### src/rtl/sram_burst_reader_pkg.sv
// ============================================================================
// sram_burst_reader_pkg : shared widths and FSM encoding for the burst reader
// Revision: 1.0 - initial release
// ============================================================================
`default_nettype none

package sram_burst_reader_pkg;

    localparam int C_AW    = 26;
    localparam int C_DW    = 32;
    localparam int C_LW    = 16;
    localparam int C_DEPTH = 8;

    typedef enum logic [1:0] {
        S_IDLE  = 2'd0,
        S_ISSUE = 2'd1,
        S_DRAIN = 2'd2
    } state_t;

endpackage

`default_nettype wire

### src/rtl/sram_burst_reader_fifo.sv
// ============================================================================
// sram_burst_reader_fifo : synchronous return FIFO with occupancy count
// Revision: 1.0 - initial release
// ============================================================================
`default_nettype none

module sram_burst_reader_fifo #(
    parameter int WIDTH = 32,
    parameter int DEPTH = 8
) (
    input  logic                     clk,
    input  logic                     rst_n,
    input  logic                     push,
    input  logic [WIDTH-1:0]         push_data,
    input  logic                     pop,
    output logic [WIDTH-1:0]         pop_data,
    output logic [$clog2(DEPTH):0]   count,
    output logic                     empty
);

    localparam int PW = $clog2(DEPTH);
    localparam int CW = PW + 1;

    logic [WIDTH-1:0] r_mem [DEPTH];
    logic [PW-1:0]    r_wr_ptr;
    logic [PW-1:0]    r_rd_ptr;
    logic [CW-1:0]    r_count;
    logic             w_full;
    logic             w_push;
    logic             w_pop;

    assign w_full = (r_count == CW'(DEPTH));
    assign empty  = (r_count == '0);
    assign w_pop  = pop & ~empty;
    // A pop frees the slot in the same cycle, so push into a full FIFO is legal then.
    assign w_push = push & (~w_full | w_pop);

    always_ff @(posedge clk or negedge rst_n) begin
        if (!rst_n) begin
            r_wr_ptr <= '0;
            r_rd_ptr <= '0;
            r_count  <= '0;
        end else begin
            if (w_push) r_wr_ptr <= r_wr_ptr + 1'b1;
            if (w_pop)  r_rd_ptr <= r_rd_ptr + 1'b1;
            case ({w_push, w_pop})
                2'b10:   r_count <= r_count + 1'b1;
                2'b01:   r_count <= r_count - 1'b1;
                default: r_count <= r_count;
            endcase
        end
    end

    always_ff @(posedge clk) begin
        if (w_push) r_mem[r_wr_ptr] <= push_data;
    end

    assign pop_data = r_mem[r_rd_ptr];
    assign count    = r_count;

endmodule

`default_nettype wire

### src/rtl/sram_burst_reader.sv
// ============================================================================
// sram_burst_reader : turns (base,len) commands into single-word SRAM reads
//                     and streams the returned words through a credit FIFO
// Revision: 1.0 - initial release
// ============================================================================
`default_nettype none

module sram_burst_reader
    import sram_burst_reader_pkg::*;
#(
    parameter int AW    = C_AW,
    parameter int DW    = C_DW,
    parameter int LW    = C_LW,
    parameter int DEPTH = C_DEPTH
) (
    input  logic          clk,
    input  logic          rst_n,
    input  logic          cmd_valid,
    output logic          cmd_ready,
    input  logic [AW-1:0] cmd_addr,
    input  logic [LW-1:0] cmd_len,
    output logic          rvalid,
    input  logic          rready,
    output logic [AW-1:0] raddr,
    input  logic [DW-1:0] rdata,
    output logic          out_valid,
    input  logic          out_ready,
    output logic [DW-1:0] out_data,
    output logic          busy,
    output logic          done
);

    localparam int CW = $clog2(DEPTH) + 1;

    state_t        r_state;
    state_t        w_next;
    logic [AW-1:0] r_addr;
    logic [LW-1:0] r_remaining;
    logic          r_inflight;
    logic          r_done;
    logic [CW-1:0] w_count;
    logic [CW-1:0] w_used;
    logic          w_empty;
    logic          w_credit;
    logic          w_accept;
    logic          w_cmd_acc;
    logic          w_pop;
    logic          w_last_pop;

    assign w_accept  = rvalid & rready;
    assign w_cmd_acc = cmd_valid & cmd_ready;
    assign w_pop     = out_valid & out_ready;
    // Slots already spoken for: words sitting in the FIFO plus the one still on the bus.
    assign w_used    = w_count + {{(CW-1){1'b0}}, r_inflight};
    assign w_credit  = (w_used < CW'(DEPTH));
    assign w_last_pop = (r_state == S_DRAIN) && w_pop && !r_inflight
                        && (w_count == CW'(1));

    always_ff @(posedge clk or negedge rst_n) begin
        if (!rst_n) r_state <= S_IDLE;
        else        r_state <= w_next;
    end

    always_comb begin
        w_next = r_state;
        case (r_state)
            S_IDLE:  if (w_cmd_acc && (cmd_len != '0)) w_next = S_ISSUE;
            S_ISSUE: if (w_accept && (r_remaining == LW'(1))) w_next = S_DRAIN;
            S_DRAIN: if (w_last_pop) w_next = S_IDLE;
            default: w_next = S_IDLE;
        endcase
    end

    always_comb begin
        cmd_ready = (r_state == S_IDLE);
        rvalid    = (r_state == S_ISSUE) && (r_remaining != '0) && w_credit;
    end

    always_ff @(posedge clk or negedge rst_n) begin
        if (!rst_n) begin
            r_addr      <= '0;
            r_remaining <= '0;
            r_inflight  <= 1'b0;
            r_done      <= 1'b0;
        end else begin
            r_inflight <= w_accept;
            r_done     <= w_last_pop || (w_cmd_acc && (cmd_len == '0));
            if (w_cmd_acc) begin
                r_addr      <= cmd_addr;
                r_remaining <= cmd_len;
            end else if (w_accept) begin
                r_addr      <= r_addr + 1'b1;
                r_remaining <= r_remaining - 1'b1;
            end
        end
    end

    sram_burst_reader_fifo #(
        .WIDTH (DW),
        .DEPTH (DEPTH)
    ) u_fifo (
        .clk       (clk),
        .rst_n     (rst_n),
        .push      (r_inflight),
        .push_data (rdata),
        .pop       (w_pop),
        .pop_data  (out_data),
        .count     (w_count),
        .empty     (w_empty)
    );

    assign raddr     = r_addr;
    assign out_valid = ~w_empty;
    assign busy      = (r_state != S_IDLE) | ~w_empty;
    assign done      = r_done;

endmodule

`default_nettype wire

### config.mk
export PLATFORM = sky130hd
export DESIGN_NAME = sram_burst_reader
export DESIGN_NICKNAME = d
export VERILOG_FILES = /design/src/rtl/sram_burst_reader_pkg.sv /design/src/rtl/sram_burst_reader_fifo.sv /design/src/rtl/sram_burst_reader.sv
export SDC_FILE = /design/constraint.sdc
export NUM_CORES = 1
export LEC_CHECK = 0
export BUFFER_PORTS_ARGS = -buffer_cell sky130_fd_sc_hd__buf_2
export CAP_MARGIN = 0
export CORE_AREA = 2 2 202 124
export DETAILED_ROUTE_END_ITERATION = 16
export DIE_AREA = 0 0 204 126
export GPL_ROUTABILITY_DRIVEN = 0
export PLACE_DENSITY = 0.75
export REMOVE_ABC_BUFFERS = 1
export SLEW_MARGIN = 10
export SYNTH_ARGS = -nofsm -noshare
export SYNTH_HDL_FRONTEND = slang
export SYNTH_SLANG_ARGS = --single-unit
### constraint.sdc
create_clock -name clk -period 4.7 [get_ports clk]
set_input_delay 0.47 -clock clk [delete_from_list [all_inputs] [get_ports clk]]
set_output_delay 0.47 -clock clk [all_outputs]
set_load 0.02 [all_outputs]
## Yosys cells after proc, flatten, opt, wreduce, memory -nomap -nowiden

Memory sizes are Yosys's and may differ from the RTL's.
Index checks and enable logic that the tools add are counted.

| word-level totals | value |
|---|---|
| register bits after elaboration | 56 |
| bits in writable memories | 256 |
| input port bits | 79 |
| output and inout bits | 63 |
| logic and storage cells | 66 |
| memories | 1 |

| operators by class | value |
|---|---|
| $add $sub $neg | 7 |
| magnitude comparators | 1 |
| eq/ne operators | 10 |
| mux-type cells | 11 |
| bitwise logic cells | 9 |
| reductions and logical operators | 19 |

Memory list:

| name | words | bits a word | read ports | clocked after Yosys merged registers in | write ports | line | source |
|---|---|---|---|---|---|---|---|
| u_fifo.r_mem | 8 | 32 | 1 | 0 | 1 | sram_burst_reader_fifo.sv:24 | `logic [WIDTH-1:0] r_mem [DEPTH];` |

Operators by type and width:

| operator | count |
|---|---|
| $mux 26 | 2 |
| $mux 16 | 2 |
| $reduce_bool 16->1 | 2 |
| $add 26x1->26 const B | 1 |
| $eq 16x1->1 const B | 1 |
| $logic_not 16->1 | 1 |
| $sub 16x1->16 const B | 1 |
| $logic_and 1x1->1 | 8 |
| $pmux 4 s2 | 1 |
| $add 3x1->3 const B | 2 |
| $mux 2 | 3 |
| $pmux 2 s3 | 1 |
| $reduce_bool 2->1 | 3 |
| $and 1x1->1 | 5 |
| $add 4x1->4 | 1 |
| $add 4x1->4 const B | 1 |
| $eq 2x1->1 const B | 2 |
| $eq 2x2->1 const B | 2 |
| $eq 4x1->1 const B | 1 |
| $eq 4x4->1 const B | 1 |
| $logic_not 4->1 | 1 |
| $lt 4x4->1 const B | 1 |
| $ne 2x2->1 const B | 2 |
| $sub 4x1->4 const B | 1 |
| 8 further kinds | 11 |

## Longest topological paths before layout

Gate-level depths: netlist of the first run.

| logic depth | value |
|---|---|
| depth in word-level cells | 8 |
| depth in mapped cells | 9 |

## By module

A second synthesis of the first run with hierarchy kept.

| second synthesis, totals | value |
|---|---|
| cells, all modules | 764 |
| area, all modules | 13405.4 um^2 |

By module, submodules not included:

| module | times used | cells an instance | area each (um^2) |
|---|---|---|---|
| sram_burst_reader_fifo | 1 | 434 | 10405.0 |
| sram_burst_reader | 1 | 330 | 3000.4 |

## Least setup slack after synthesis of the first run

Ideal clock, no wire load.

| timing path | value |
|---|---|
| kind | register to register |
| start point | register u_fifo.r_count[0], in the netlist u_fifo.count[0] |
| end point | memory u_fifo.r_mem[0][0] (enable) |
| data arrival time | 3460 ps |
| required time | 4239 ps |
| slack | 779 ps |
| cell stages (with the launch flop) | 7 |
| path buffers | 0 |
| clock period less this slack | 3921 ps |
| cells stage by stage | dfrtp_1 -> inv_1 -> ha_1 -> nand4bb_1 -> nand2_1 -> or2_2 -> nor3_1 |

| between the ends | value |
|---|---|
| longest elaborated chain between the ends | 8 |

Ends and longest elaborated chain:

| element | line | source |
|---|---|---|
| start: declaration | sram_burst_reader_fifo.sv:27 | `logic [CW-1:0] r_count;` |
| start signal: assignment | sram_burst_reader_fifo.sv:47 | `2'b10: r_count <= r_count + 1'b1;` |
| start signal: assignment | sram_burst_reader_fifo.sv:48 | `2'b01: r_count <= r_count - 1'b1;` |
| start signal: assignment | sram_burst_reader_fifo.sv:49 | `default: r_count <= r_count;` |
| $logic_not 4->1 | sram_burst_reader_fifo.sv:33 | `assign empty = (r_count == '0);` |
| $not 1->1 | sram_burst_reader_fifo.sv:34, sram_burst_reader.sv:113 |  |
| $and 1x1->1 | sram_burst_reader.sv:52 | `assign w_pop = out_valid & out_ready;` |
| $and 1x1->1 | sram_burst_reader_fifo.sv:34 | `assign w_pop = pop & ~empty;` |
| $or 1x1->1 (*) | sram_burst_reader_fifo.sv:36 | `assign w_push = push & (~w_full \| w_pop);` |
| $and 1x1->1 (*) | sram_burst_reader_fifo.sv:36 |  |
| $mux 1 (*) | sram_burst_reader_fifo.sv:55 | `if (w_push) r_mem[r_wr_ptr] <= push_data;` |
| $mux 1 (not written as such) (*) | sram_burst_reader_fifo.sv:55 |  |
| end: declaration | sram_burst_reader_fifo.sv:24 |  |

Every way passes the cells marked *; elsewhere a longest branch is shown, timed or not.

## Worst setup path in the final report of the first run

| timing path | value |
|---|---|
| start point | register u_fifo.r_rd_ptr[1] |
| end point | output out_data[9] |

| between the ends | value |
|---|---|
| longest elaborated chain between the ends | 1 |

Ends and longest elaborated chain:

| element | line | source |
|---|---|---|
| start: declaration | sram_burst_reader_fifo.sv:26 | `logic [PW-1:0] r_rd_ptr;` |
| start signal: assignment | sram_burst_reader_fifo.sv:45 | `if (w_pop) r_rd_ptr <= r_rd_ptr + 1'b1;` |
| $mem_v2 8x32 | n/a |  |
| end: declaration | sram_burst_reader.sv:28 | `output logic [DW-1:0] out_data,` |

Every way passes these cells.

==> results of run 1 <==
==> state kept, by name, summed over array words and instances (netlist names) <==
register / count
u_fifo.r_rd_ptr: 3
raddr: 26
r_state: 2
done: 1
u_fifo.r_wr_ptr: 3
r_remaining: 16
u_fifo.r_mem: 256
r_inflight: 1
u_fifo.count: 4
==> power by group <==
part | internal (mW) | switching [mW]
clock | 1.29 | 0.969
sequential | 3.44 | 0.475
combinational | 1.31 | 1.51
total | 6.04 | 2.96
==> path summary, 6_finish.rpt <==
kind / start / end / slack, ns / cells after the start
worst max-delay path: u_fifo.r_rd_ptr[1] / out_data[9] / 1.33 / 4
worst min-delay path: rst_n / raddr[1] / 0.05 / 2
worst max register to register: r_remaining[12] / r_remaining[11] / 1.77 / 6
worst min register to register: u_fifo.r_wr_ptr[2] / u_fifo.r_wr_ptr[2] / 0.50 / 1
max in group asynchronous: rst_n / u_fifo.r_rd_ptr[0] / 4.08 / 2
min in group clk: cmd_addr[14] / raddr[14] / 0.13 / 3
==> stage by stage <==
stage	setup slack, ns	cell area [sq um]	cells	power (mW)	util
after floorplan	0.653	12800	719	5.90	-
after detailed placement	1.83	14100	1196	6.80	0.590
final	1.33	15000	1248	9.00	0.628
after CTS	1.29	15000	1247	9.07	0.628
after global placement	1.90	14100	1196	6.75	0.590
after global routing	1.22	15000	1247	9.44	0.628
==> worst register-to-register path, cell delays in order, from the launching register on <==
cell,delay (ns)
dfrtp_1,0.40
nor4_1,0.64
nand4_1,0.39
nand3_1,0.60
buf_4,0.35
o21ai_1,0.11
a221o_1,0.33
==> cell usage after synthesis, types with 3 or more instances <==
cell type	number
nand4_1	17
mux2_2	34
a21oi_1	9
and4_1	4
buf_1	3
a211oi_1	3
dfrtp_1	56
a31oi_1	16
and3_1	4
o31ai_1	8
nand2_1	31
nand2b_1	4
buf_2	9
mux4_2	64
nor4_1	13
nor3_1	10
xnor2_1	9
nor3b_1	6
xor2_1	5
inv_1	11
nor2_1	48
or4_1	13
clkbuf_1	23
o311ai_1	3
nand3_1	19
a221o_1	5
o21ai_1	5
edfxtp_1	256
ha_1	10
o22ai_1	5
o21ai_0	10
or3_1	6
and2_1	4
==> final cells by class <==
class / instances / area (sq um)
multi-input combinational: 394 / 3720
fill: 1712 / 8890
timing repair buffer: 155 / 823
clock buffer: 35 / 748
inverter: 13 / 48.8
antenna: 1 / 2.50
clock inverter: 16 / 161
sequential: 312 / 9090
tap: 322 / 403
==> cell families (layout without fill, tap and decap cells) <==
group	count (synthesis)	after routing	share of synthesized area
AO/OA/AOI/OAI	79	79	0.0416
XOR/XNOR	14	14	0.00947
adder cells (fa/ha/maj)	10	10	0.00966
buffers and inverters	50	219	0.0159
flip-flops	312	312	0.702
multiplexers	100	100	0.142
other	0	1	0
AND/OR/NAND/NOR	191	191	0.0792
==> per-layer routing <==
layer,vias to the layer above,part of all wire
met1,3879,0.47
li1,3354,-
met3,40,0.065
met4,0,0.016
met2,246,0.45
met5,-,0
==> summary.md, run 1 <==
| Metric | Value |
|---|---|
| Core ar. | 23900 sq um |
| Most frequent cells in the layout | 256 x edfxtp_1, 141 x buf_2, 64 x mux4_2 |
| Endpoints failing setup | 0 |
| Rows | 44 |
| Largest net degree at the start of global routing | 57 |
| Gr usage total | 0.216 |
| Critical path, cell by cell | buf_4 -> mux4_2 -> mux2_2 -> buf_2 |
| Crit end category | output pin |
| Crit path max-delay family | flip-flops |
| Worst Path Buf+Inv | 2 |
| Worst-Margin Slew | 1.04 ns |
| Critical path type | reg -> out |
| Leak | 5.23 nW |
| Initial DRC Count | 715 |
| First-pass GRT wire length | 42700 um |
| Max_cap viols | 0 |
| Largest area contributor in the netlist | edfxtp_1 |
| Layout cells sized above 1 | 0.338 |
| Detailed Routing Iterations Pass 1 | 5 |
| Fin Setup TNS | 0 ns |
| #FFs+latches synth | 312 |
| Fin crit period | 3.37 ns |
| Worst slew margin | 0.305 |
| Post-route DRC | 0 |
| Seq/Total Area, Yosys | 0.702 |
| I/O pins | 142 |
| Worst path slowest cell | dfrtp_2 |
| Routed vias | 7519 |
| Tcrit/Tclk final | 0.717 |
| Synth Cell Area | 13000 sq um |
| WL per Instance | 21.8 um |
| Worst-Skew Late Latency | 0.54 ns |
| Post-cts resize count | 0 |
| Most used routing layer | met1 |
| PortBufs | 141 |
| Die footprint | 25700 sq um |
| Top-area cell type share of the netlist area | 0.594 |
| Hold Fails Final Rpt | 0 |
| Post-route ant nets | 0 |
| CTS Root Buffer Type | clkbuf_16 |
| Asr flop ratio synth | 0.179 |
| CTS tree | built |
| Outcome | finished clean |
| WL final | 27200 um |
| CTS Buf Count | 28 |
| Post-CTS Hold Fix Bufs | 0 |
| VDD IR max | 0.333 mV |
| Upper clock frequency limit | 297 MHz |
| Clock Skews | 0.0192 ns |
| Syn_area_per_cell | 17.1 sq um |
| Hold WS | 0.0539 ns |
| NumNets Final | 993 |
| Vias/cell | 6.02 |
| GRT met2 Usage | 0.324 |
| Main synth FF type | edfxtp_1 |
| Top post-synthesis cells by area | edfxtp_1 59%, mux4_2 11%, dfrtp_1 11% |
| M1 GR Usage | 0.342 |
| Critical Path AT | 2.90 ns |
| Die height | 126 um |
| Slowest stage delay, CP | 0.98 ns |
| Pins Over Slew Limit | 0 |
| Vias in the first global route | 7311 |
| Clock sink count | 312 |
| Synth unique cells | 57 |
| Clock transition at path regs | 0.06 ns |
| Post-DP HPWL | 16700 um |
| Gr ovfl total | 0 |
| Syn Inst Count | 756 |
| Initial antenna violation count | 2 |
| Die Span X | 204 um |
| Htree depth | 1 |
| Cell area power density | 600 nW/um^2 |
| Clock tree buffer depth | 3 |
| Post-CTS Setup Bufs | 0 |
| HP Class | in -> async |
| Crit path max fanout | 38 |
| Met3 Usage GRT | 0.0352 |
| Synth-to-Final Area Change | 15.8% |
| Post-synth EDFFs | 256 |
| Commonest non-fill, non-tap cell in the layout | edfxtp_1 |
| Starting Density | 0.542 |
| WP data required | 4.23 ns |
| Unrepaired setup endpoints after global routing | false |
| Synth warn | 0 |
| CP startpoint kind | flop |
No activity file was read; power rests on OpenSTA's default activity.
==> run 2: changes to the inputs <==
Settings changed: CORE_AREA 2 2 202 124 to 2 2 205 127, DIE_AREA 0 0 204 126 to 0 0 207 129.
Clock period 4.7 ns to 2.9 ns, I/O delays scaled along.
==> run 2 against run 1 <==
Largest power group unchanged. Hold slack got worse by 0.040 ns. Utilization down 0.35 points. Critical path type unchanged. Register-to-register slack got worse by 1.3 ns. Via count up 2.1%. Count of clock-buffer cells in the layout fell by 5.
==> summary.md, run 2 (synthesis gave the netlist of run 1 again) <==
| Metric | Value |
|---|---|
| WL per Instance | 22.0 um (+0.63%) |
| VDD IR max | 0.713 mV (+110%) |
| Crit end category | output pin |
| Worst-Margin Slew | 0.824 ns (-0.212 ns) |
| Vias in the first global route | 7513 (+2.8%) |
| Reg with most FFs | u_fifo.r_mem |
| Starting Density | 0.523 (-0.0193) |
| Multi-input logic area | 3710 sq um (-0.13%) |
| Clock transition at path regs | 0.07 ns (about the same) |
| Die height | 129 um (+2.4%) |
| Vias/cell | 5.96 (-1.1%) |
| Reg area | 9090 sq um (unchanged) |
| Register-to-register path setup slack | 0.48 ns (-1.29 ns) |
| Hold Fails Final Rpt | 0 (unchanged) |
| Worst path slowest cell | dfrtp_4 |
| Commonest non-fill, non-tap cell in the layout | edfxtp_1 |
| Crit path max fanout | 11 (-71%) |
| First-pass GRT wire length | 44300 um (+3.9%) |
| Routed vias | 7680 (+2.1%) |
| Max reg flops | 256 (unchanged) |
| HP Class | in -> reg |
| Critical Path AT | 2.43 ns (-0.47 ns) |
| CTS Root Buffer Type | clkbuf_16 |
| Die footprint | 26700 sq um (+3.9%) |
| CP startpoint kind | flop |
| Die Span X | 207 um (+1.5%) |
| Design Power | 15.0 mW (+67%) |
| Layout cells sized above 1 | 0.340 (+0.00191) |
| Gr usage total | 0.216 (about the same) |
| Initial antenna violation count | 3 (+1) |
| Largest net degree at the start of global routing | 51 (-11%) |
| Max_cap viols | 0 (unchanged) |
| Critical path type | reg -> out |
| Core ar. | 24800 sq um (+3.7%) |
| Detailed Routing Iterations Pass 1 | 4 (-1) |
| Worst slew margin | 0.450 (+0.146) |
| Unrepaired setup endpoints after global routing | false |
| CTS tree | built |
| Outcome | finished clean |
| WP data required | 2.61 ns (-1.62 ns) |
| Slowest stage delay, CP | 0.59 ns (-0.39 ns) |
| Leak | 5.44 nW (+4.1%) |
| Post-route DRC | 0 (unchanged) |
| Htree depth | 1 (unchanged) |
| Setup WS post-layout | 0.182 ns (-1.15 ns) |
| Rows | 45 (+2.3%) |
| Endpoints failing setup | 0 (unchanged) |
| Filler Cell Count | 1754 (+2.5%) |
| WL final | 28300 um (+3.9%) |
| Post-route ant nets | 0 (unchanged) |
| Tcrit/Tclk final | 0.937 |
| Upper clock frequency limit | 368 MHz |
| Synth-to-Final Area Change | 19.4% |
| Post-DP HPWL | 17600 um (+5.4%) |
| Clock tree buffer depth | 3 (unchanged) |
| Clock Skews | 0.0122 ns (-0.00698 ns) |
| NumNets Final | 1028 (+3.5%) |
| Critical path, cell by cell | buf_4 -> mux4_2 -> mux2_2 -> buf_2 |
| I/O pins | 142 (unchanged) |
| DP Worst Slack | 0.485 ns (-1.35 ns) |
| Pins Over Slew Limit | 0 (unchanged) |
| Clock sink count | 312 (unchanged) |
| Fin crit period | 2.72 ns |
| Worst-Skew Late Latency | 0.55 ns (about the same) |
| Cell area power density | 969 nW/um^2 (+62%) |
| Most frequent cells in the layout | 256 x edfxtp_1, 141 x buf_2, 64 x mux4_2 |
| PortBufs | 141 (unchanged) |
| CTS Buf Count | 28 (unchanged) |
| Gr ovfl total | 0 (unchanged) |
| Initial DRC Count | 737 (+3.1%) |
==> run 2: changes by cell type in the layout (fill, tap and decap cells not counted), sizes merged <==
cell         previous run  this run
buf                   155       167
clkbuf                 35        30
diode                   1         2
dlygate4sd3             0        23
clkinv                  9        13
bufinv                  3         5
clkinvlp                4         1
==> run 2: path summary, 6_finish.rpt <==
| path | startpoint | end | depth (start not counted) |
|---|---|---|---|
| max in group asynchronous | rst_n | r_remaining[9] | 3 |
| setup reg to reg | u_fifo.count[0] | u_fifo.r_mem[6][11] | 8 |
| setup / recovery | u_fifo.r_rd_ptr[0] | out_data[11] | 4 |
| hold reg to reg | u_fifo.r_wr_ptr[2] | u_fifo.r_wr_ptr[2] | 1 |
| min in group asynchronous | rst_n | raddr[8] | 2 |
| hold / removal | rdata[21] | u_fifo.r_mem[4][21] | 1 |
==> run 2: layout make-up <==
| type | instances | area share |
|---|---|---|
| clock buffer | 30 | 0.0472 |
| inverter | 13 | 0.00316 |
| sequential | 312 | 0.588 |
| antenna | 2 | 0.000324 |
| multi-input combinational | 394 | 0.240 |
| clock inverter | 19 | 0.0142 |
| tap | 329 | 0.0266 |
| timing repair buffer | 190 | 0.0804 |
==> run 2: power by group <==
group          internal [mW]  switching, mW  total (mW)
combinational           2.28           2.72        5.00
clock                   2.25           1.57        3.82
sequential              5.58          0.589        6.17
total                   10.1           4.88        15.0
==> run 2: layer usage <==
metal,global-route usage,wire (um)
met1,0.334,12900
met2,0.321,12900
met3,0.0449,2140
met4,0.0458,443
met5,0,0
==> run 2: critical path: cells and delay by family, from the launching register on <==
family / cells / cell delay [ns]
buf+inv: 2 / 0.44
flops: 1 / 0.59
mux: 2 / 0.85
==> run 2: what timing repair did <==
item / CTS / global route
buffers inserted: 0 / 0
resized for setup: 0 / 0
hold buffers: 23 / 0
setup endpoints to repair: 0 / 0
hold endpoints to repair: 79 / 0
==> run 2: stage by stage <==
stage | utilization | setup TNS [ns] | std cells | hold slack [ns] | cell area [sq um]
2_1_floorplan | - | -105.81 | 719 | -0.00559 | 12800
3_3_place_gp | 0.576 | 0 | 1215 | 0.438 | 14300
3_5_place_dp | 0.576 | 0 | 1215 | 0.425 | 14300
4_1_cts | 0.624 | 0 | 1287 | 0.000371 | 15500
5_1_grt | 0.624 | 0 | 1288 | 0.00537 | 15500
6_report | 0.624 | 0 | 1289 | 0.0135 | 15500
